### src/rtl/icache_direct_mapped.sv
// Direct-mapped instruction cache between the single-cycle CPU fetch port and
// the block-wide instruction memory. A hit returns the word in the same cycle.
// A miss stalls the CPU, refills one 16-byte block, and then serves the fetch.
// Optional hit/miss counters are built when ICACHE_STATS_EN is defined.

module icache_direct_mapped #(
  parameter int unsigned ADDR_BITS  = 10,
  parameter int unsigned INDEX_BITS = 3
) (
  input  logic                 CLK,
  input  logic                 RESET,
  input  logic [31:0]          PC,
  output logic [31:0]          INSTRUCTION,
  output logic                 BUSYWAIT,
  output logic                 MEM_READ,
  output logic [ADDR_BITS-5:0] MEM_ADDRESS,
  input  logic [127:0]         MEM_READDATA,
  input  logic                 MEM_BUSYWAIT
`ifdef ICACHE_STATS_EN
  ,
  output logic [15:0]          HIT_COUNT,
  output logic [15:0]          MISS_COUNT
`endif
);

  localparam int unsigned TagBits   = ADDR_BITS - 4 - INDEX_BITS;
  localparam int unsigned NumBlocks = 1 << INDEX_BITS;

  typedef enum logic [0:0] {StIdle, StMemRead} state_e;

  state_e                  state_q;
  logic [NumBlocks-1:0]    valid_q;
  logic [TagBits-1:0]      tag_q  [NumBlocks];
  logic [127:0]            data_q [NumBlocks];
  logic [ADDR_BITS-5:0]    req_q;
  logic                    mem_read_q;
  logic [31:0]             instr_q;

  logic [1:0]              pc_word;
  logic [INDEX_BITS-1:0]   pc_index;
  logic [TagBits-1:0]      pc_tag;
  logic [INDEX_BITS-1:0]   req_index;
  logic [TagBits-1:0]      req_tag;
  logic [127:0]            hit_block;
  logic [31:0]             hit_word;
  logic                    hit;
  logic                    fill_done;
  logic                    unused_pc_bits;

  assign pc_word   = PC[3:2];
  assign pc_index  = PC[3+INDEX_BITS:4];
  assign pc_tag    = PC[ADDR_BITS-1:4+INDEX_BITS];
  assign req_index = req_q[INDEX_BITS-1:0];
  assign req_tag   = req_q[ADDR_BITS-5:INDEX_BITS];

  // Byte offset and the bits above the lookup window never affect the lookup.
  assign unused_pc_bits = ^{PC[31:ADDR_BITS], PC[1:0]};

  assign hit       = valid_q[pc_index] && (tag_q[pc_index] == pc_tag);
  assign hit_block = data_q[pc_index];

  // A refill lands on the edge where memory reports its data valid.
  assign fill_done = !RESET && (state_q == StMemRead) && !MEM_BUSYWAIT;

  // Select the addressed word out of the indexed block.
  always_comb begin
    hit_word = hit_block[31:0];
    unique case (pc_word)
      2'd0: hit_word = hit_block[31:0];
      2'd1: hit_word = hit_block[63:32];
      2'd2: hit_word = hit_block[95:64];
      2'd3: hit_word = hit_block[127:96];
      default: hit_word = hit_block[31:0];
    endcase
  end

  // CPU-facing outputs: served combinationally on a hit, otherwise stall and hold.
  always_comb begin
    BUSYWAIT    = 1'b0;
    INSTRUCTION = instr_q;
    if (RESET) begin
      BUSYWAIT    = 1'b0;
      INSTRUCTION = 32'h0;
    end else if (state_q == StMemRead) begin
      BUSYWAIT = 1'b1;
    end else if (hit) begin
      INSTRUCTION = hit_word;
    end else begin
      BUSYWAIT = 1'b1;
    end
  end

  assign MEM_READ    = mem_read_q;
  assign MEM_ADDRESS = req_q;

  // Control FSM with registered memory request, valid/tag update and held word.
  always_ff @(posedge CLK) begin
    if (RESET) begin
      state_q    <= StIdle;
      valid_q    <= '0;
      req_q      <= '0;
      mem_read_q <= 1'b0;
      instr_q    <= 32'h0;
    end else begin
      unique case (state_q)
        StIdle: begin
          if (hit) begin
            instr_q <= hit_word;
          end else begin
            req_q      <= {pc_tag, pc_index};
            mem_read_q <= 1'b1;
            state_q    <= StMemRead;
          end
        end
        StMemRead: begin
          // The fill always targets the latched request, not the current PC.
          if (!MEM_BUSYWAIT) begin
            valid_q[req_index] <= 1'b1;
            tag_q[req_index]   <= req_tag;
            mem_read_q         <= 1'b0;
            state_q            <= StIdle;
          end
        end
        default: begin
          state_q    <= StIdle;
          mem_read_q <= 1'b0;
        end
      endcase
    end
  end

  // Block data array; contents are qualified by valid_q so no reset is needed.
  always_ff @(posedge CLK) begin
    if (fill_done) begin
      data_q[req_index] <= MEM_READDATA;
    end
  end

`ifdef ICACHE_STATS_EN
  logic [15:0] hit_count_q;
  logic [15:0] miss_count_q;

  // Saturating counters: hits on every served IDLE edge, misses on each fill start.
  always_ff @(posedge CLK) begin
    if (RESET) begin
      hit_count_q  <= 16'h0;
      miss_count_q <= 16'h0;
    end else if (state_q == StIdle) begin
      if (hit && (hit_count_q != 16'hFFFF)) begin
        hit_count_q <= hit_count_q + 16'h1;
      end
      if (!hit && (miss_count_q != 16'hFFFF)) begin
        miss_count_q <= miss_count_q + 16'h1;
      end
    end
  end

  assign HIT_COUNT  = hit_count_q;
  assign MISS_COUNT = miss_count_q;
`endif

endmodule

### config.mk
export PLATFORM = sky130hd
export DESIGN_NAME = icache_direct_mapped
export DESIGN_NICKNAME = d
export VERILOG_FILES = /design/src/rtl/icache_direct_mapped.sv
export SDC_FILE = /design/constraint.sdc
export NUM_CORES = 1
export LEC_CHECK = 0
export CAP_MARGIN = 15
export CORE_ASPECT_RATIO = 1.5
export CORE_MARGIN = 2
export CORE_UTILIZATION = 60
export CTS_CLUSTER_DIAMETER = 40
export DETAILED_ROUTE_END_ITERATION = 10
export PLACE_DENSITY = 0.81
export SETUP_SLACK_MARGIN = 0.3
export SLEW_MARGIN = 20
export SYNTH_ARGS = -nofsm -noshare
export SYNTH_HDL_FRONTEND = slang
export SYNTH_SLANG_ARGS = --single-unit
### constraint.sdc
create_clock -name CLK -period 14.7 [get_ports CLK]
set_input_delay 3.675 -clock CLK [delete_from_list [all_inputs] [get_ports CLK]]
set_output_delay 3.675 -clock CLK [all_outputs]
set_load 0.03 [all_outputs]
==> impl_metrics.tcl <==
set metrics [dict create \
    synth-adder-area-share_pct 0 \
    fillers 3894 \
    critPathArrivalTime_ps 8050 \
    post_synth_num_cell_types 30 \
    synth-main-ff-cell "edfxtp_1" \
    min_from "valid_q[5]" \
    drv_cap 0 \
    die_h_um 327 \
    fmax_mhz 85.3 \
    num_vias 19300 \
    maxSlewViolCount 0 \
    wl_mm 90.8 \
    cts_buffers 95 \
    htree_levels 3 \
    peakVddDrop_mv 0.0941 \
    crit_slowest_cell "buf_4" \
    layout-drive-gt1-share_pct 25.4 \
    setup_viol 0 \
    rr_startpoint "state_q" \
    tns_ps 0 \
    yosys_warnings 0 \
    syn_nets 1959 \
    start_util_pct 60.5 \
    drc 0 \
    syn_area_sq_um 41700 \
    synth_edf_count 1048 \
    path_common_cell "buf_4" \
    synth-xor-area-share_pct 0.0810 \
    postSynth.asyncResetShare_pct 0 \
    gp_congestion 0.786 \
    post_cts_resized 0 \
    clk_pin_slew_ps 60 \
    die_area_sq_um 71700 \
    power.clock.fraction_pct 40.1 \
    rsz0062_at_grt "no" \
    ant_nets 0 \
    synth_top_family_by_area "multiplexers" \
    cts_buffer_depth 3 \
    p_int_mw 4.99 \
    min_path_type "reg -> reg" \
    muxShareOfSynthArea_pct 18.0 \
    cts_tree "done" \
    grtUsageTotal_pct 26.1 \
    crit_buf_inv 4 \
    finClkSkew_ps 23.8 \
    grt_overflow 0 \
    cp-start-kind "input pin" \
    timing.slew.headroom_pct 28.9 \
    cp_max_fo 108 \
    ctsHoldBuffers 0 \
    finalPower_mw 6.27 \
    crit_start "PC[6]" \
    grt_max_degree 109 \
    ys_seq_area_share_pct 77.8 \
    clockRootBuffer "clkbuf_16" \
    wl_per_cell_um 30.3 \
    clock_latency_ps 660 \
    antenna_found_initial 17 \
    initialDrtViolationCount 2237 \
    power_leakage_nw 14.8 \
    seq_power_share_pct 55.1 \
    period_share_pct 79.7 \
    tightestPinTransition_ps 1070 \
    p_per_area_nw_per_um2 132 \
    area_growth_pct 14.1 \
    synthCells 1796 \
    rows 118 \
    num_io_pins 203 \
    final_nets 2167 \
    synth_compound_area_share_pct 1.37 \
    crit_required_ps 11020 \
    timing.critical_path.cells "buf_8 > buf_4 > mux2_2 > nand4_1 > nor2_4 > buf_4 > mux2i_1 > clkdlybuf4s50_1" \
    drt-vias-per-instance 6.44 \
    chipWidth_um 219 \
    endpoint_kind "output pin" \
    p_switching_mw 1.28 \
    core_area_sq_um 68900 \
    status "completed" \
    switching_share_pct 20.4 \
    final_hold_viol_count 0 \
    clkSinkCount 1096 \
    power.share.combinational_pct 4.9 \
    max_stage_delay_ps 820 \
    first_pass_iters 5 \
    grt_pass1_wl_mm 135 \
    min_period_ps 11720 \
    first_global_vias 20500 \
    numPortBuffers 178 \
    synth-simple-area-share_pct 1.44 \
    place_hpwl_mm 48.9 \
    path_delay_family "buffers and inverters" \
    synth-seq-cells 1096 \
    crit_type "in -> out" \
    synth.avg_cell_area_sq_um 23.2 \
    cts_setup_buffers 0 \
]
## power by group through the flow
stage	clock, mW	sequential [mW]	combinational (mW)
final	2.51	3.45	0.306
after global routing	2.65	3.45	0.326
after CTS	2.55	3.45	0.309
after detailed placement	0	3.52	0.304
after global placement	0	3.51	0.295
after floorplan	0	3.52	0.177
## area by class of cell
type,count,area [sq um],area share (%)
Clock buffer,117,2540,5.35
Tap cell,900,1130,2.37
Timing Repair Buffer,211,2040,4.28
Inverter,2,7.51,0.0158
Multi-Input combinational cell,598,8780,18.5
Clock inverter,60,613,1.29
Antenna cell,12,30.0,0.0631
Sequential cell,1096,32400,68.2
## final timing paths
check                          to  slack [ps]  depth (start not counted)
hold / removal         valid_q[5]         460                          1
hold reg to reg        valid_q[5]         460                          1
setup reg to reg    data_q[3][83]       11150                          4
setup / recovery  INSTRUCTION[14]        2980                          8
## metrics by stage
step           setup slack (ps)  cell area (sq um)  hold slack [ps]  instances  utilization [%]
3_3_place_gp               3000              44400              427       2807             64.4
4_1_cts                    2940              47500              451       2984             68.9
6_report                   2980              47600              456       2996             69.0
3_5_place_dp               2990              44400              436       2807             64.4
5_1_grt                    2760              47600              471       2992             69.0
2_1_floorplan              1120              41700              421       1796                -
## cells in the mapped netlist, drive strengths merged, types with 2 or more instances
library cell | instances | area (sq um)
a211oi | 28 | 210
a21o | 8 | 60.1
buf | 63 | 400
clkbuf | 37 | 139
dfxtp | 48 | 961
edfxtp | 1048 | 31500
mux2 | 37 | 417
mux2i | 50 | 500
mux4 | 293 | 6600
nand2 | 34 | 128
nand2b | 2 | 12.5
nor2 | 39 | 154
nor2b | 29 | 181
nor3 | 20 | 100
o21ai | 32 | 160
o22ai | 18 | 113
xor2 | 3 | 33.8
## layer usage
| layer | up-vias | global-route usage [%] | wire (um) |
|---|---|---|---|
| li1 | 8034 | - | - |
| met4 | 14 | 9.53 | 2630 |
| met2 | 968 | 42.7 | 46900 |
| met1 | 10100 | 35.3 | 33600 |
| met3 | 158 | 5.47 | 7580 |
| met5 | - | 0 | 91 |
## sequential cells by signal, summed over array words and instances (netlist names)
register	cells
instr_q	32
tag_q	24
state_q	1
data_q	1024
MEM_READ	1
valid_q	8
MEM_ADDRESS	6
## cells by family (layout without fill, tap and decap cells)
family,Yosys count,in the layout
AND/OR/NAND/NOR,128,128
buffers and inverters,102,390
multiplexers,380,380
flip-flops,1096,1096
XOR/XNOR,3,3
other,0,12
AO/OA/AOI/OAI,87,87
## cells in the final DEF (no fill, tap or decap), types with 2 or more instances in the layout
master              n
o21ai_1            32
buf_4              32
nor3_1             18
inv_6               6
a211oi_1           28
clkdlybuf4s50_1   173
nor2_1             32
mux2_2             37
inv_2               2
clkinv_1           13
diode_2            12
clkinv_8            2
clkinv_4            5
nand2_1            33
a21o_1              8
inv_8               2
dfxtp_1            48
clkbuf_8            2
mux2i_1            50
o22ai_1            18
clkinv_2           12
nor2b_1            29
mux4_2            293
clkinvlp_4         11
buf_8               3
nor2_4              7
nand2b_1            2
clkbuf_1           17
edfxtp_1         1048
clkbuf_16          98
bufinv_16           9
xor2_1              2
buf_2               2
nor3_2              2
Note: power is estimated with default switching activity, not from simulation.
